$ cat src/rtl/thermo_onehot_decoder_pkg.sv
// Shared types and helpers for the serial
// thermometer / one-hot decoder.
package thermo_onehot_pkg;

  typedef enum logic [1:0] {
    IDLE = 2'd0,
    SCAN = 2'd1,
    DONE = 2'd2
  } state_e;

  localparam logic MODE_THERMO = 1'b0;
  localparam logic MODE_ONEHOT = 1'b1;

  // Smallest output width able to hold 0..code_w.
  function automatic int min_bin_w(input int code_w);
    return $clog2(code_w + 1);
  endfunction

endpackage

$ cat src/rtl/thermo_onehot_decoder_if.sv
// Producer-side and consumer-side handshakes
// of the decoder, bundled in one interface.
interface thermo_onehot_decoder_if #(
  parameter int CODE_W = 16,
  parameter int BIN_W  = 5
);
  logic              in_valid;
  logic              in_ready;
  logic              in_mode;
  logic [CODE_W-1:0] in_code;
  logic              out_valid;
  logic              out_ready;
  logic [BIN_W-1:0]  out_bin;
  logic              out_err;

  modport master (
    output in_valid, in_mode, in_code,
    output out_ready,
    input  in_ready,
    input  out_valid, out_bin, out_err
  );

  modport slave (
    input  in_valid, in_mode, in_code,
    input  out_ready,
    output in_ready,
    output out_valid, out_bin, out_err
  );
endinterface

$ cat src/rtl/thermo_onehot_decoder_code_scan_step.sv
// One bit of the scan: folds the current code
// bit into the running value and legality flags.
module code_scan_step
  import thermo_onehot_pkg::*;
#(
  parameter int BIN_W = 5
) (
  input  logic             bit_i,
  input  logic             mode_i,
  input  logic [BIN_W-1:0] idx_i,
  input  logic [BIN_W-1:0] val_i,
  input  logic             seen_zero_i,
  input  logic             seen_one_i,
  input  logic             err_i,
  output logic [BIN_W-1:0] val_o,
  output logic             seen_zero_o,
  output logic             seen_one_o,
  output logic             err_o
);

  // Value and flags after consuming bit_i.
  always_comb begin
    val_o       = val_i;
    seen_zero_o = seen_zero_i;
    seen_one_o  = seen_one_i;
    err_o       = err_i;
    if (!bit_i) begin
      seen_zero_o = 1'b1;
    end else begin
      seen_one_o = 1'b1;
      if (mode_i == MODE_THERMO) begin
        val_o = val_i + BIN_W'(1);
        if (seen_zero_i) err_o = 1'b1;
      end else begin
        val_o = idx_i + BIN_W'(1);
        if (seen_one_i) err_o = 1'b1;
      end
    end
  end

endmodule

$ cat src/rtl/thermo_onehot_decoder.sv
// Serial decoder: one code bit per clock,
// valid/ready on both sides.
module thermo_onehot_decoder
  import thermo_onehot_pkg::*;
#(
  parameter int CODE_W = 16,
  parameter int BIN_W  = 5
) (
  input logic clk,
  input logic rst_n,
  thermo_onehot_decoder_if.slave bus
);

  if (CODE_W < 2) begin : g_bad_code_w
    $error("CODE_W must be at least 2");
  end
  if (BIN_W < min_bin_w(CODE_W)) begin : g_bad_bin_w
    $error("BIN_W too narrow for CODE_W");
  end

  localparam logic [BIN_W-1:0] LAST =
    BIN_W'(CODE_W);

  state_e state_q, state_d;
  logic [CODE_W-1:0] shreg_q, shreg_d;
  logic mode_q, mode_d;
  logic [BIN_W-1:0] idx_q, idx_d;
  logic [BIN_W-1:0] val_q, val_d;
  logic sz_q, sz_d;
  logic so_q, so_d;
  logic err_q, err_d;

  logic [BIN_W-1:0] st_val;
  logic st_sz, st_so, st_err;

  code_scan_step #(.BIN_W(BIN_W)) u_step (
    .bit_i       (shreg_q[0]),
    .mode_i      (mode_q),
    .idx_i       (idx_q),
    .val_i       (val_q),
    .seen_zero_i (sz_q),
    .seen_one_i  (so_q),
    .err_i       (err_q),
    .val_o       (st_val),
    .seen_zero_o (st_sz),
    .seen_one_o  (st_so),
    .err_o       (st_err)
  );

  // Next-state: capture, scan bits, hold result.
  always_comb begin
    state_d = state_q;
    shreg_d = shreg_q;
    mode_d  = mode_q;
    idx_d   = idx_q;
    val_d   = val_q;
    sz_d    = sz_q;
    so_d    = so_q;
    err_d   = err_q;
    unique case (1'b1)
      state_q == IDLE: begin
        if (bus.in_valid) begin
          shreg_d = bus.in_code;
          mode_d  = bus.in_mode;
          idx_d   = '0;
          val_d   = '0;
          sz_d    = 1'b0;
          so_d    = 1'b0;
          err_d   = 1'b0;
          state_d = SCAN;
        end
      end
      state_q == SCAN: begin
        if (idx_q == LAST) begin
          state_d = DONE;
        end else begin
          shreg_d = shreg_q >> 1;
          idx_d   = idx_q + BIN_W'(1);
          val_d   = st_val;
          sz_d    = st_sz;
          so_d    = st_so;
          err_d   = st_err;
        end
      end
      state_q == DONE: begin
        if (bus.out_ready) state_d = IDLE;
      end
      default: state_d = IDLE;
    endcase
  end

  // State and datapath registers.
  always_ff @(posedge clk or negedge rst_n) begin
    if (!rst_n) begin
      state_q <= IDLE;
      shreg_q <= '0;
      mode_q  <= 1'b0;
      idx_q   <= '0;
      val_q   <= '0;
      sz_q    <= 1'b0;
      so_q    <= 1'b0;
      err_q   <= 1'b0;
    end else begin
      state_q <= state_d;
      shreg_q <= shreg_d;
      mode_q  <= mode_d;
      idx_q   <= idx_d;
      val_q   <= val_d;
      sz_q    <= sz_d;
      so_q    <= so_d;
      err_q   <= err_d;
    end
  end

  assign bus.in_ready  = (state_q == IDLE);
  assign bus.out_valid = (state_q == DONE);
  assign bus.out_err   = (state_q == DONE) && err_q;
  assign bus.out_bin   =
    (state_q == DONE && !err_q) ? val_q : '0;

endmodule

$ cat src/flat_wrapper.sv
// flat-port wrapper written by rule: the top's interface ports become plain ports
module thermo_onehot_decoder_flat import thermo_onehot_pkg::*;
#(
  parameter int CODE_W = 16,
  parameter int BIN_W  = 5
)
  (clk, rst_n, bus_in_valid, bus_in_mode, bus_in_code, bus_out_ready, bus_in_ready, bus_out_valid, bus_out_bin, bus_out_err);
  thermo_onehot_decoder_if #(.CODE_W(CODE_W), .BIN_W(BIN_W)) bus_i ();
  input logic clk;
  input logic rst_n;
  input wire logic [$bits(bus_i.in_valid)-1:0] bus_in_valid;
  input wire logic [$bits(bus_i.in_mode)-1:0] bus_in_mode;
  input wire logic [$bits(bus_i.in_code)-1:0] bus_in_code;
  input wire logic [$bits(bus_i.out_ready)-1:0] bus_out_ready;
  output wire logic [$bits(bus_i.in_ready)-1:0] bus_in_ready;
  output wire logic [$bits(bus_i.out_valid)-1:0] bus_out_valid;
  output wire logic [$bits(bus_i.out_bin)-1:0] bus_out_bin;
  output wire logic [$bits(bus_i.out_err)-1:0] bus_out_err;
  assign bus_i.in_valid = bus_in_valid;
  assign bus_i.in_mode = bus_in_mode;
  assign bus_i.in_code = bus_in_code;
  assign bus_i.out_ready = bus_out_ready;
  assign bus_in_ready = bus_i.in_ready;
  assign bus_out_valid = bus_i.out_valid;
  assign bus_out_bin = bus_i.out_bin;
  assign bus_out_err = bus_i.out_err;
  thermo_onehot_decoder #(.CODE_W(CODE_W), .BIN_W(BIN_W)) u_core (.clk(clk), .rst_n(rst_n), .bus(bus_i));
endmodule
$ cat config.mk
export PLATFORM = sky130hd
export DESIGN_NAME = thermo_onehot_decoder_flat
export DESIGN_NICKNAME = d
export VERILOG_FILES = /design/src/rtl/thermo_onehot_decoder_pkg.sv /design/src/rtl/thermo_onehot_decoder_if.sv /design/src/rtl/thermo_onehot_decoder_code_scan_step.sv /design/src/rtl/thermo_onehot_decoder.sv /design/src/flat_wrapper.sv
export SDC_FILE = /design/constraint.sdc
export NUM_CORES = 1
export LEC_CHECK = 0
export ABC_AREA = 0
export CORE_MARGIN = 2
export CORE_UTILIZATION = 50
export CTS_CLUSTER_DIAMETER = 50
export CTS_CLUSTER_SIZE = 24
export DETAILED_ROUTE_END_ITERATION = 16
export HOLD_SLACK_MARGIN = 0.08
export PLACE_DENSITY = 0.76
export SYNTH_ARGS = -nofsm -noshare
export SYNTH_HDL_FRONTEND = slang
export SYNTH_SLANG_ARGS = --single-unit
export TNS_END_PERCENT = 30
$ cat constraint.sdc
create_clock -name clk -period 2.55 [get_ports clk]
set_clock_uncertainty 0.05 [all_clocks]
set_input_delay 0.255 -clock clk [delete_from_list [all_inputs] [get_ports clk]]
set_output_delay 0.255 -clock clk [all_outputs]
set_load 0.005 [all_outputs]
* Word-level counts from Yosys, hierarchy flattened
Cells that the tools add are included.
Word-level totals: output and inout port bits 8, flip-flop bits (word level) 32, logic and storage cells 60, input bits 21
Operators by class: add/sub/neg operators 2, reductions and logical operators 11, mux-type cells 28, eq/ne operators 11
Operators with widths (count):
- 16-bit 2-to-1 mux | 2
- 16-bit case mux with 2 select lines | 1
- 5-bit 2-to-1 mux | 6
- 5-bit case mux with 2 select lines | 2
- 5-bit by 1-bit adder with 5-bit output, second input constant | 2
- 1-bit 2-to-1 mux | 10
- 2-bit inequality test, second input constant | 5
- 4-bit AND reduction | 2
- 2-bit 2-to-1 mux | 3
- 1-bit case mux with 2 select lines | 3
- 2-bit case mux with 3 select lines | 1
- 3-bit AND reduction | 2
- 6-bit AND reduction | 1
- 5-bit equality test, second input constant | 1
- 3-bit by 1-bit inequality test with 1-bit output, second input constant | 1
- 3-bit inequality test, second input constant | 1
- 2-bit by 1-bit equality test with 1-bit output, second input constant | 1
- 2-bit equality test, second input constant | 1
- 1-bit logical AND | 2
- 2-bit logical NOT | 1
- 2-bit by 1-bit inequality test with 1-bit output, second input constant | 1
- 2-bit AND reduction | 1
- 2-bit nonzero test | 1
- 1-bit logical NOT | 1

* Depth between registers and ports, before layout
Gate-level depths: netlist (run 1).
word-level depth 5, gate-level depth with buffers 7, depth with buffers taken out 6

* Modules after synthesis
A second synthesis (run 1) with hierarchy kept.
Second synthesis, totals: cell total of the unflattened synthesis 172, area, all modules 1800.5 um^2
Modules (own cells, without submodules):
- thermo_onehot_decoder | area each 1547.7 um^2, cells each 139, instances 1, seq. area each 800.8 um^2
- code_scan_step | area each 252.7 um^2, cells each 33, instances 1, seq. area each 0.0 um^2

* Worst setup path before layout (run 1)
Ideal clock, no wire load.
path type reg2reg, start reg u_core.idx_q[0], end reg u_core.shreg_q[10], buffers on the path 1, arrival 1.413 ns, data required time 2.371 ns, setup time 0.129 ns, cell stages (with the launch flop) 7, period minus slack after synthesis 1.591 ns, path slack 0.959 ns, cell sequence dfrtp_1 inv_1 ha_1 and4bb_1 o21ai_4 clkbuf_8 a31oi_2
Between the ends: cells in the longest elaborated chain, start to end 3
RTL lines:
- start, declared | line thermo_onehot_decoder.sv:27 | logic [BIN_W-1:0] idx_q, idx_d;
- start signal, assigned | line thermo_onehot_decoder.sv:107 | idx_q <= idx_d;
- 5-bit equality test | line thermo_onehot_decoder.sv:74 | if (idx_q == LAST) begin
- 2-bit inequality test (no line)
- 3-bit AND reduction (no line)
- end signal, assigned | line thermo_onehot_decoder.sv:105 | shreg_q <= shreg_d;
- end, declared | line thermo_onehot_decoder.sv:25 | logic [CODE_W-1:0] shreg_q, shreg_d;
Every way passes these cells. A chain may end at the register's enable or synchronous reset.

* Worst setup path after layout (run 1)
start reg u_core.state_q[0], end out bus_out_bin[1]
Between the ends: cells in the longest elaborated chain, start to end 3
RTL lines:
- start, declared | line thermo_onehot_decoder.sv:24 | state_e state_q, state_d;
- start signal, assigned | line thermo_onehot_decoder.sv:104 | state_q <= state_d;
- 2-bit equality test | line thermo_onehot_decoder.sv:119 | (state_q == DONE && !err_q) ? val_q : '0;
- 1-bit logical AND | line thermo_onehot_decoder.sv:119
- 5-bit 2-to-1 mux | line thermo_onehot_decoder.sv:119
- end, declared | line flat_wrapper.sv:17 | output wire logic [$bits(bus_i.out_bin)-1:0] bus_out_bin;
Every way passes these cells.

==> results of run 1 <==
final cells by class:
| type | instances | area, µm² | share of cell area (%) |
|---|---|---|---|
| multi-input combinational | 132 | 825 | 39.7 |
| sequential | 32 | 801 | 38.6 |
| timing repair buffer | 32 | 310 | 15.0 |
| clock buffer | 8 | 58.8 | 2.83 |
| tap | 46 | 57.6 | 2.77 |
| inverter | 6 | 22.5 | 1.09 |
critical path, delay by kind of cell, from the launching register on:
family / cells / cell delay, ps
buffers and inverters: 1 / 490
DFF: 1 / 430
and+or+nand+nor: 3 / 600
final timing paths:
check | start | to | slack, ps
min | rst_n | u_core.val_q[3]$_DFFE_PN0P_ | 250
min reg2reg | u_core.so_q$_DFFE_PN0P_ | u_core.so_q$_DFFE_PN0P_ | 460
max in group asynchronous | rst_n | u_core.shreg_q[9]$_DFFE_PN0P_ | 1900
min in group clk | bus_in_code[2] | u_core.shreg_q[2]$_DFFE_PN0P_ | 430
max | u_core.state_q[0]$_DFFE_PN0P_ | bus_out_bin[1] | 400
max reg2reg | u_core.idx_q[0]$_DFFE_PN0P_ | u_core.shreg_q[10]$_DFFE_PN0P_ | 460
layer usage:
metal  track usage [%]  wire length, µm
met1              24.2             1500
met2              34.8             1770
met3              3.78              198
met4              9.17               62
met5                 0                0
per-stage QoR:
step | cell area (µm²) | std cells | power [mW] | hold slack, ps | setup slack [ps]
floorplan | 1730 | 180 | 1.86 | -90.6 | 959
global placement | 2020 | 248 | 2.02 | 429 | 423
detailed placement | 2020 | 248 | 2.08 | 442 | 356
CTS | 2070 | 256 | 2.39 | 270 | 365
global route | 2070 | 256 | 2.59 | 311 | 264
finish | 2070 | 256 | 2.38 | 247 | 400
logic make-up (layout without fill, tap and decap cells):
| group | after synthesis | count (layout) | synth area share [%] |
|---|---|---|---|
| AO/OA/AOI/OAI | 38 | 38 | 19.3 |
| AND/OR/NAND/NOR | 83 | 83 | 21.9 |
| XOR/XNOR | 4 | 4 | 2.03 |
| multiplexers | 4 | 4 | 2.32 |
| flip-flops | 32 | 32 | 46.3 |
| buffers and inverters | 16 | 46 | 5.94 |
| adder cells (fa/ha/maj) | 3 | 3 | 2.17 |
sequential cells by signal, indices dropped and copies added (netlist names):
name	flops
u_core.shreg_q	16
u_core.idx_q	5
u_core.sz_q	1
u_core.so_q	1
u_core.mode_q	1
u_core.err_q	1
u_core.val_q	5
u_core.state_q	2
power by group:
part	total (mW)	switching, mW	leakage (nW)	internal [mW]
clock network	0.306	0.170	0.0326	0.136
registers	0.953	0.206	0.384	0.746
logic	1.12	0.624	0.472	0.501
layout by cell type (no fill, tap or decap), types with 2 or more instances in the layout:
cell | synthesis | final
sky130_fd_sc_hd__nor2_2 | 3 | 3
sky130_fd_sc_hd__inv_1 | 6 | 6
sky130_fd_sc_hd__nor2b_1 | 2 | 2
sky130_fd_sc_hd__clkdlybuf4s50_1 | 0 | 28
sky130_fd_sc_hd__and2_1 | 7 | 7
sky130_fd_sc_hd__clkbuf_1 | 4 | 2
sky130_fd_sc_hd__a31oi_1 | 3 | 3
sky130_fd_sc_hd__mux2i_1 | 4 | 4
sky130_fd_sc_hd__a22o_1 | 4 | 4
sky130_fd_sc_hd__buf_4 | 0 | 4
sky130_fd_sc_hd__o21ai_0 | 8 | 8
sky130_fd_sc_hd__nor2_1 | 19 | 19
sky130_fd_sc_hd__nand2_1 | 39 | 39
sky130_fd_sc_hd__ha_1 | 3 | 3
sky130_fd_sc_hd__nand2b_1 | 2 | 2
sky130_fd_sc_hd__a21oi_1 | 2 | 2
sky130_fd_sc_hd__xor2_1 | 3 | 3
sky130_fd_sc_hd__dfrtp_1 | 32 | 32
sky130_fd_sc_hd__o22ai_1 | 2 | 2
sky130_fd_sc_hd__nand3_1 | 7 | 7
sky130_fd_sc_hd__a31oi_2 | 12 | 12
sky130_fd_sc_hd__clkbuf_4 | 0 | 5
==> flow_results.xml, run 1 <==
<?xml version="1.0" encoding="UTF-8"?>
<metrics>
  <group name="route">
    <metric name="drtAntennaViolNets" unit="">0</metric>
    <metric name="drt-wirelength-per-cell" unit="µm">13.8</metric>
    <metric name="vias_per_cell" unit="">5.44</metric>
    <metric name="drt_first_iter_violations" unit="">77</metric>
    <metric name="drc_errors" unit="">0</metric>
    <metric name="drt-total-wl" unit="mm">3.53</metric>
    <metric name="detailedRoute.firstPassIterationCount" unit="">4</metric>
    <metric name="routed-via-count" unit="">1392</metric>
  </group>
  <group name="layout">
    <metric name="layout-drive-gt1-share" unit="%">12.9</metric>
    <metric name="final_core_util" unit="%">62.2</metric>
    <metric name="final_nets" unit="">233</metric>
    <metric name="diodes" unit="">0</metric>
    <metric name="syn_to_final_growth" unit="%">20.1</metric>
    <metric name="final.fill_count" unit="">298</metric>
  </group>
  <group name="global_route">
    <metric name="global_route_wire_length_before_repair" unit="mm">6.22</metric>
    <metric name="global_route.overflow_total" unit="">0</metric>
    <metric name="grt_usage" unit="%">20.1</metric>
    <metric name="via_count_of_the_first_global_routing_pass" unit="">1422</metric>
    <metric name="grt_antenna_before_repair" unit="">0</metric>
    <metric name="pin_count_of_the_biggest_net_entering_global_routing" unit="">33</metric>
  </group>
  <group name="sta">
    <metric name="timing.setup.tns" unit="ps">0</metric>
    <metric name="max-slew-margin-rel" unit="%">66.9</metric>
    <metric name="setup-violations-final" unit="">0</metric>
    <metric name="worst_slew_pin_slew" unit="ps">495</metric>
    <metric name="total_count_of_max_transition_violations_in_the_final_report" unit="">0</metric>
    <metric name="layout_min_cycle_time" unit="ps">2150</metric>
    <metric name="finalCritPeriodShare" unit="%">84.3</metric>
    <metric name="fmax" unit="GHz">0.465</metric>
    <metric name="final-hold-violation-count" unit="">0</metric>
    <metric name="setup_repair_after_global_routing_missed_its_margin" unit="">false</metric>
  </group>
  <group name="floorplan">
    <metric name="num_io_pins" unit="">29</metric>
    <metric name="die-area" unit="µm²">3940</metric>
    <metric name="initial_utilization" unit="%">51.8</metric>
    <metric name="x_dimension_of_the_die" unit="µm">62.8</metric>
    <metric name="core.rowCount" unit="">21</metric>
    <metric name="coreArea" unit="µm²">3340</metric>
    <metric name="die_height" unit="µm">62.8</metric>
  </group>
  <group name="pwr">
    <metric name="power.density_cell_area" unit="nW/µm²">1150</metric>
    <metric name="vdd.ir_drop.worst" unit="V">0.000609</metric>
    <metric name="static-leakage-power" unit="nW">0.888</metric>
  </group>
  <group name="clock_network">
    <metric name="number_of_clock_sinks" unit="">32</metric>
    <metric name="post_cts.repair.setup_buffers" unit="">0</metric>
    <metric name="tritoncts" unit="">done</metric>
    <metric name="clock_slew_seen_by_the_registers_of_the_worst_setup_and_hold_paths" unit="ps">100</metric>
    <metric name="ctsResizeCount" unit="">0</metric>
    <metric name="ctsRootBufferMaster" unit="">sky130_fd_sc_hd__clkbuf_4</metric>
    <metric name="cts-hold-fix-buffers" unit="">0</metric>
    <metric name="cts_buffers" unit="">5</metric>
    <metric name="insertion_delay_to_the_later_sink_of_the_worst_skew_pair" unit="ps">340</metric>
    <metric name="clockBufferDepth" unit="">2</metric>
    <metric name="ctsHtreeMaxLevel" unit="">2</metric>
  </group>
  <group name="synth">
    <metric name="number_of_synthesized_flops_with_an_enable_pin" unit="">0</metric>
    <metric name="yosys_warning_count" unit="">0</metric>
    <metric name="net_count_synth" unit="">204</metric>
    <metric name="synth_async_sr_flop_share" unit="%">100</metric>
    <metric name="synth.lib_cells_used.distinct" unit="">35</metric>
    <metric name="syn_area_per_cell" unit="µm²">9.60</metric>
    <metric name="synth.yosys.seq_area_share" unit="%">46.3</metric>
    <metric name="syn_area" unit="µm²">1730</metric>
    <metric name="syn-instance-count" unit="">180</metric>
    <metric name="synth_most_common_cell" unit="">sky130_fd_sc_hd__nand2_1</metric>
    <metric name="synth_area_leader_cell" unit="">sky130_fd_sc_hd__dfrtp_1</metric>
    <metric name="yosys-top-cells-count" unit="">39 x sky130_fd_sc_hd__nand2_1, 32 x sky130_fd_sc_hd__dfrtp_1, 19 x sky130_fd_sc_hd__nor2_1, 12 x sky130_fd_sc_hd__a31oi_2, 8 x sky130_fd_sc_hd__o21ai_0</metric>
    <metric name="yosys.area.top_type_share" unit="%">46.3</metric>
    <metric name="synth_top_cells_by_area" unit="">sky130_fd_sc_hd__dfrtp_1 46%, sky130_fd_sc_hd__a31oi_2 8.7%, sky130_fd_sc_hd__nand2_1 8.5%</metric>
    <metric name="dominantRegCellSynth" unit="">sky130_fd_sc_hd__dfrtp_1</metric>
    <metric name="ys_seq_elements" unit="">32</metric>
  </group>
  <group name="critical_path">
    <metric name="rr_worst_depth" unit="">7</metric>
    <metric name="cp_required" unit="ps">2250</metric>
    <metric name="startpoint_type" unit="">flip-flop</metric>
    <metric name="slowest_delay" unit="ps">490</metric>
    <metric name="critical_path.max_fanout" unit="">5</metric>
    <metric name="worst_setup_path_end_kind" unit="">primary output</metric>
    <metric name="crit_path_cell_trace" unit="">nand2b_1 -&gt; nor2_1 -&gt; and2_1 -&gt; clkdlybuf4s50_1</metric>
    <metric name="worst_ep_arrival_time" unit="ps">1850</metric>
    <metric name="timing_worst_setup_path_type" unit="">reg2out</metric>
    <metric name="cp_slowest_cell" unit="">sky130_fd_sc_hd__clkdlybuf4s50_1</metric>
  </group>
  <group name="placed_design">
    <metric name="dp.final_hpwl" unit="mm">2.51</metric>
    <metric name="io_buffers" unit="">28</metric>
    <metric name="place_congestion" unit="">0.889</metric>
  </group>
  <group name="hold_path">
    <metric name="worstHoldPathType" unit="">in2async</metric>
  </group>
  <group name="status">
    <metric name="outcome" unit="">finished clean</metric>
  </group>
  <group name="run">
    <metric name="max-cap-violations" unit="">0</metric>
  </group>
</metrics>
Note: power is estimated with default switching activity, not from simulation.
==> run 2: changes to the inputs <==
Clock period 2.55 ns to 2.18 ns, I/O delays scaled along.
==> run 2 against run 1 <==
- sequential power is 18% higher
- clock power is 16% higher
- first-iteration DRC count is 34% lower
- wire length is 1.2% lower
- non-clock buffer count is 1 higher
- via count stayed put
- cell count is 0.39% higher
- worst setup slack worse by 230 ps
- sequential cell count stayed put
- combinational power is 21% higher
==> flow_results.xml, run 2 (same netlist as run 1, synthesis figures left out) <==
<?xml version="1.0" encoding="UTF-8"?>
<metrics>
  <group name="status">
    <metric name="outcome" unit="">finished clean</metric>
  </group>
  <group name="clock_network">
    <metric name="clock_slew_seen_by_the_registers_of_the_worst_setup_and_hold_paths" unit="ps">90</metric>
    <metric name="post_cts.repair.setup_buffers" unit="">0</metric>
    <metric name="cts-hold-fix-buffers" unit="">0</metric>
    <metric name="clockBufferDepth" unit="">2</metric>
    <metric name="cts_buffers" unit="">5</metric>
    <metric name="number_of_clock_sinks" unit="">32</metric>
    <metric name="ctsHtreeMaxLevel" unit="">2</metric>
    <metric name="ctsRootBufferMaster" unit="">sky130_fd_sc_hd__clkbuf_4</metric>
    <metric name="insertion_delay_to_the_later_sink_of_the_worst_skew_pair" unit="ps">330</metric>
    <metric name="tritoncts" unit="">done</metric>
    <metric name="ctsResizeCount" unit="">0</metric>
  </group>
  <group name="floorplan">
    <metric name="die_height" unit="µm">62.8</metric>
    <metric name="x_dimension_of_the_die" unit="µm">62.8</metric>
    <metric name="core.rowCount" unit="">21</metric>
    <metric name="num_io_pins" unit="">29</metric>
    <metric name="coreArea" unit="µm²">3340</metric>
    <metric name="initial_utilization" unit="%">51.8</metric>
    <metric name="die-area" unit="µm²">3940</metric>
  </group>
  <group name="sta">
    <metric name="fmax" unit="GHz">0.496</metric>
    <metric name="max-slew-margin-rel" unit="%">73.6</metric>
    <metric name="setup-violations-final" unit="">0</metric>
    <metric name="worst_slew_pin_slew" unit="ps">396</metric>
    <metric name="layout_min_cycle_time" unit="ps">2010</metric>
    <metric name="setup_repair_after_global_routing_missed_its_margin" unit="">false</metric>
    <metric name="final-hold-violation-count" unit="">0</metric>
    <metric name="finalCritPeriodShare" unit="%">92.4</metric>
    <metric name="timing.setup.tns" unit="ps">0</metric>
    <metric name="total_count_of_max_transition_violations_in_the_final_report" unit="">0</metric>
  </group>
  <group name="critical_path">
    <metric name="cp_slowest_cell" unit="">sky130_fd_sc_hd__clkdlybuf4s50_1</metric>
    <metric name="crit_path_cell_trace" unit="">nand2b_1 -&gt; nor2_4 -&gt; and2_1 -&gt; clkdlybuf4s50_1</metric>
    <metric name="worst_setup_path_end_kind" unit="">primary output</metric>
    <metric name="critical_path.max_fanout" unit="">5</metric>
    <metric name="worst_ep_arrival_time" unit="ps">1750</metric>
    <metric name="timing_worst_setup_path_type" unit="">reg2out</metric>
    <metric name="startpoint_type" unit="">flip-flop</metric>
    <metric name="slowest_delay" unit="ps">490</metric>
    <metric name="cp_required" unit="ps">1910</metric>
  </group>
  <group name="layout">
    <metric name="area.sequential" unit="µm²">801</metric>
    <metric name="multiInputGateArea" unit="µm²">832</metric>
    <metric name="syn_to_final_growth" unit="%">21.7</metric>
    <metric name="final.fill_count" unit="">290</metric>
    <metric name="regMostFlops" unit="">u_core.shreg_q</metric>
    <metric name="final_nets" unit="">234</metric>
    <metric name="layout-drive-gt1-share" unit="%">13.7</metric>
    <metric name="fin_cells" unit="">257</metric>
    <metric name="largest_reg_flops" unit="">16</metric>
    <metric name="mostFrequentLayoutCell" unit="">sky130_fd_sc_hd__nand2_1</metric>
    <metric name="largestRegisters" unit="">u_core.shreg_q (16), u_core.idx_q (5), u_core.val_q (5)</metric>
    <metric name="mostFrequentLayoutCells" unit="">39 x sky130_fd_sc_hd__nand2_1, 32 x sky130_fd_sc_hd__dfrtp_1, 28 x sky130_fd_sc_hd__clkdlybuf4s50_1</metric>
    <metric name="diodes" unit="">0</metric>
  </group>
  <group name="route">
    <metric name="drt-wirelength-per-cell" unit="µm">13.6</metric>
    <metric name="vias_per_cell" unit="">5.42</metric>
    <metric name="drt_first_iter_violations" unit="">51</metric>
    <metric name="detailedRoute.firstPassIterationCount" unit="">4</metric>
    <metric name="routed-via-count" unit="">1392</metric>
    <metric name="drtAntennaViolNets" unit="">0</metric>
    <metric name="drt-total-wl" unit="mm">3.49</metric>
    <metric name="drc_errors" unit="">0</metric>
  </group>
  <group name="global_route">
    <metric name="global_route_wire_length_before_repair" unit="mm">6.15</metric>
    <metric name="grt_usage" unit="%">19.9</metric>
    <metric name="via_count_of_the_first_global_routing_pass" unit="">1375</metric>
    <metric name="global_route.overflow_total" unit="">0</metric>
    <metric name="grt_antenna_before_repair" unit="">0</metric>
    <metric name="pin_count_of_the_biggest_net_entering_global_routing" unit="">33</metric>
  </group>
  <group name="pwr">
    <metric name="static-leakage-power" unit="nW">0.898</metric>
    <metric name="power.density_cell_area" unit="nW/µm²">1340</metric>
    <metric name="vdd.ir_drop.worst" unit="V">0.000549</metric>
  </group>
  <group name="placed_design">
    <metric name="place_congestion" unit="">0.839</metric>
    <metric name="dp.final_hpwl" unit="mm">2.55</metric>
    <metric name="post-place-cells" unit="">249</metric>
    <metric name="io_buffers" unit="">28</metric>
  </group>
  <group name="hold_path">
    <metric name="worstHoldPathType" unit="">in2async</metric>
  </group>
  <group name="run">
    <metric name="max-cap-violations" unit="">0</metric>
  </group>
</metrics>
## run 2: changes by cell type in the layout (fill, tap and decap cells not counted), sizes merged
| cell | before | now |
|---|---|---|
| buf | 4 | 5 |
## run 2: final timing paths
kind	startpoint	end	slack [ps]	depth (start not counted)
max	u_core.state_q[0]$_DFFE_PN0P_	bus_out_bin[3]	170	4
min	rst_n	u_core.sz_q$_DFFE_PN0P_	220	2
max reg2reg	u_core.idx_q[0]$_DFFE_PN0P_	u_core.val_q[4]$_DFFE_PN0P_	370	6
min reg2reg	u_core.so_q$_DFFE_PN0P_	u_core.so_q$_DFFE_PN0P_	450	1
max in group asynchronous	rst_n	u_core.shreg_q[4]$_DFFE_PN0P_	1580	2
min in group clk	bus_in_mode	u_core.mode_q$_DFFE_PN0P_	390	3
## run 2: layer usage
metal | global-route usage, % | vias to the layer above | part of all wire [%]
met5 | 0 | - | 0
met4 | 10.0 | 0 | 2.2
met2 | 32.4 | 36 | 48
met3 | 3.78 | 8 | 4.9
li1 | - | 675 | -
met1 | 25.5 | 673 | 45
## run 2: report_power, final
part	internal [mW]	leakage, nW	switching, mW
clock network	0.159	0.0326	0.195
logic	0.622	0.482	0.727
registers	0.873	0.384	0.246
## run 2: critical path: cells and delay by family, from the launching register on
kind	cells	cell delay, ps
flops	1	420
simple gates	3	510
buf+inv	1	490
## run 2: area by class of cell
| cell class | count | share of cell area (%) |
|---|---|---|
| multi-input cells | 132 | 39.6 |
| flip-flops and latches | 32 | 38.1 |
| repair buffers | 33 | 15.7 |
| clock buffers | 8 | 2.80 |
| well taps | 46 | 2.74 |
| inverters | 6 | 1.07 |
## run 2: through the flow
| step | setup slack [ps] | hold slack (ps) | power (mW) | utilization (%) | instance area (µm²) |
|---|---|---|---|---|---|
| final | 166 | 219 | 2.82 | 63.0 | 2100 |
| after global routing | 28.2 | 263 | 3.07 | 63.0 | 2100 |
| after CTS | 31.2 | 221 | 2.83 | 62.8 | 2090 |
| after detailed placement | 234 | 439 | 2.47 | 61.0 | 2040 |
| after global placement | 301 | 431 | 2.42 | 61.0 | 2040 |
| after floorplan | 589 | -128 | 2.18 | - | 1730 |
==> run 3: changes to the inputs <==
Clock period 2.18 ns to 2.3 ns, I/O delays scaled along.
==> run 3 against run 2 <==
- non-clock buffer count fell by 1
- worst setup slack gained 11 ps
- largest power group unchanged
- sequential cell count stayed put
- combinational power is 5% lower
- hold slack gained 3.5 ps
- cell count shrank 0.78%
- utilization is 0.82 points lower
- count of clock-buffer cells in the layout shrank 2
- register-to-register slack lost 60 ps
==> flow_results.xml, run 3 (same netlist as run 1, synthesis figures left out) <==
<?xml version="1.0" encoding="UTF-8"?>
<metrics>
  <group name="layout">
    <metric name="final_nets" unit="">233</metric>
    <metric name="mostFrequentLayoutCell" unit="">sky130_fd_sc_hd__nand2_1</metric>
    <metric name="regMostFlops" unit="">u_core.shreg_q</metric>
    <metric name="layout-drive-gt1-share" unit="%">12.9</metric>
    <metric name="mostFrequentLayoutCells" unit="">39 x sky130_fd_sc_hd__nand2_1, 32 x sky130_fd_sc_hd__dfrtp_1, 28 x sky130_fd_sc_hd__clkdlybuf4s50_1</metric>
    <metric name="final_core_util" unit="%">62.2</metric>
    <metric name="syn_to_final_growth" unit="%">20.1</metric>
    <metric name="largestRegisters" unit="">u_core.shreg_q (16), u_core.idx_q (5), u_core.val_q (5)</metric>
    <metric name="largest_reg_flops" unit="">16</metric>
    <metric name="fin_cells" unit="">255</metric>
    <metric name="diodes" unit="">0</metric>
    <metric name="finalInstanceArea" unit="µm²">2070</metric>
  </group>
  <group name="route">
    <metric name="drt-total-wl" unit="mm">3.48</metric>
    <metric name="routed-via-count" unit="">1390</metric>
    <metric name="drt_first_iter_violations" unit="">72</metric>
    <metric name="vias_per_cell" unit="">5.45</metric>
    <metric name="drtAntennaViolNets" unit="">0</metric>
    <metric name="drc_errors" unit="">0</metric>
    <metric name="drt-wirelength-per-cell" unit="µm">13.6</metric>
    <metric name="detailedRoute.firstPassIterationCount" unit="">4</metric>
  </group>
  <group name="sta">
    <metric name="final-hold-violation-count" unit="">0</metric>
    <metric name="total_count_of_max_transition_violations_in_the_final_report" unit="">0</metric>
    <metric name="fmax" unit="GHz">0.471</metric>
    <metric name="setup_repair_after_global_routing_missed_its_margin" unit="">false</metric>
    <metric name="max-slew-margin-rel" unit="%">63.9</metric>
    <metric name="fin_worst_hold_slack" unit="ps">222</metric>
    <metric name="layout_min_cycle_time" unit="ps">2120</metric>
    <metric name="setup-violations-final" unit="">0</metric>
    <metric name="finalCritPeriodShare" unit="%">92.3</metric>
    <metric name="timing.setup.tns" unit="ps">0</metric>
    <metric name="worst_slew_pin_slew" unit="ps">539</metric>
  </group>
  <group name="status">
    <metric name="outcome" unit="">finished clean</metric>
  </group>
  <group name="critical_path">
    <metric name="worst_setup_path_end_kind" unit="">primary output</metric>
    <metric name="crit-reg2reg-launch" unit="">u_core.idx_q[0]$_DFFE_PN0P_</metric>
    <metric name="cp_required" unit="ps">2020</metric>
    <metric name="startpoint_type" unit="">flip-flop</metric>
    <metric name="r2r_slack" unit="ps">310</metric>
    <metric name="rr_worst_depth" unit="">7</metric>
    <metric name="timing_worst_setup_path_type" unit="">reg2out</metric>
    <metric name="worstReg2RegEnd" unit="">u_core.shreg_q[10]$_DFFE_PN0P_</metric>
    <metric name="worst_ep_arrival_time" unit="ps">1840</metric>
    <metric name="critical_path.max_fanout" unit="">5</metric>
  </group>
  <group name="clock_network">
    <metric name="clock_slew_seen_by_the_registers_of_the_worst_setup_and_hold_paths" unit="ps">100</metric>
    <metric name="ctsHtreeMaxLevel" unit="">2</metric>
    <metric name="clockBufferDepth" unit="">2</metric>
    <metric name="ctsRootBufferMaster" unit="">sky130_fd_sc_hd__clkbuf_4</metric>
    <metric name="insertion_delay_to_the_later_sink_of_the_worst_skew_pair" unit="ps">340</metric>
    <metric name="ctsResizeCount" unit="">0</metric>
    <metric name="number_of_clock_sinks" unit="">32</metric>
    <metric name="cts_buffers" unit="">5</metric>
    <metric name="post_cts.repair.setup_buffers" unit="">0</metric>
    <metric name="tritoncts" unit="">done</metric>
    <metric name="cts-hold-fix-buffers" unit="">0</metric>
  </group>
  <group name="pwr">
    <metric name="static-leakage-power" unit="nW">0.890</metric>
    <metric name="intPower" unit="mW">1.52</metric>
    <metric name="comb_power_share" unit="%">48.4</metric>
    <metric name="power.density_cell_area" unit="nW/µm²">1270</metric>
    <metric name="vdd.ir_drop.worst" unit="V">0.000520</metric>
    <metric name="seqPwrFrac" unit="%">40.1</metric>
    <metric name="switching_power" unit="mW">1.12</metric>
    <metric name="pwr-share-clk" unit="%">11.5</metric>
    <metric name="switching_share" unit="%">42.4</metric>
  </group>
  <group name="global_route">
    <metric name="grt_usage" unit="%">19.9</metric>
    <metric name="use_met2" unit="%">30.4</metric>
    <metric name="via_count_of_the_first_global_routing_pass" unit="">1337</metric>
    <metric name="global_route_wire_length_before_repair" unit="mm">6.08</metric>
    <metric name="use_met1" unit="%">26.4</metric>
    <metric name="grt_antenna_before_repair" unit="">0</metric>
    <metric name="global_route.overflow_total" unit="">0</metric>
    <metric name="pin_count_of_the_biggest_net_entering_global_routing" unit="">33</metric>
    <metric name="grt.met3_usage" unit="%">5.59</metric>
    <metric name="grt.busiest_layer" unit="">met2</metric>
  </group>
  <group name="floorplan">
    <metric name="core.rowCount" unit="">21</metric>
    <metric name="initial_utilization" unit="%">51.8</metric>
    <metric name="die_height" unit="µm">62.8</metric>
    <metric name="coreArea" unit="µm²">3340</metric>
    <metric name="x_dimension_of_the_die" unit="µm">62.8</metric>
    <metric name="num_io_pins" unit="">29</metric>
    <metric name="die-area" unit="µm²">3940</metric>
  </group>
  <group name="placed_design">
    <metric name="io_buffers" unit="">28</metric>
    <metric name="dp.final_hpwl" unit="mm">2.53</metric>
    <metric name="detailed_place.area" unit="µm²">2030</metric>
    <metric name="post-place-cells" unit="">248</metric>
    <metric name="place_congestion" unit="">0.872</metric>
  </group>
  <group name="run">
    <metric name="max-cap-violations" unit="">0</metric>
  </group>
  <group name="hold_path">
    <metric name="worstHoldPathType" unit="">in2async</metric>
  </group>
</metrics>
==> run 3: metal layers <==
metal	vias up	part of all wire (%)
li1	675	-
met1	659	45
met2	48	46
met3	8	6.9
met4	0	1.9
met5	-	0
==> run 3: cell type report <==
| type | count | area, µm² |
|---|---|---|
| Clock buffer | 6 | 41.3 |
| Clock inverter | 1 | 5.00 |
| Fill cell | 300 | 1260 |
| Inverter | 6 | 22.5 |
| Multi-Input combinational cell | 132 | 825 |
| Sequential cell | 32 | 801 |
| Tap cell | 46 | 57.6 |
| Timing Repair Buffer | 32 | 323 |
==> run 3: worst max-delay path by stage <==
| stage | from | slack (ps) | endpoint |
|---|---|---|---|
| final | u_core.state_q[0]$_DFFE_PN0P_ | 180 | bus_out_bin[0] |
| after CTS | u_core.state_q[0]$_DFFE_PN0P_ | 140 | bus_out_bin[0] |
| after floorplan | u_core.idx_q[0]$_DFFE_PN0P_ | 710 | u_core.shreg_q[10]$_DFFE_PN0P_ |
| after global placement | bus_in_valid | 320 | u_core.shreg_q[9]$_DFFE_PN0P_ |
| after detailed placement | bus_in_valid | 240 | u_core.shreg_q[10]$_DFFE_PN0P_ |
| after global routing | u_core.state_q[0]$_DFFE_PN0P_ | 30 | bus_out_bin[4] |
==> run 3: worst max-delay path, stage by stage (launching register included) <==
cell                              delay, ps
sky130_fd_sc_hd__dfrtp_1                420
sky130_fd_sc_hd__nand2b_1               190
sky130_fd_sc_hd__nor2_1                 230
sky130_fd_sc_hd__and2_1                 170
sky130_fd_sc_hd__clkdlybuf4s50_1        490
==> run 3: power by group through the flow <==
stage | combinational, mW | clock [mW] | sequential [mW]
floorplan | 1.09 | 0 | 0.978
global route | 1.44 | 0.330 | 1.10
global placement | 1.22 | 0 | 1.05
CTS | 1.28 | 0.308 | 1.05
finish | 1.28 | 0.302 | 1.06
detailed placement | 1.27 | 0 | 1.07
==> run 3: per-stage QoR <==
step	total power, mW	setup slack, ps
floorplan	2.06	709
global placement	2.27	319
detailed placement	2.34	240
CTS	2.64	137
global route	2.86	25.8
finish	2.63	177
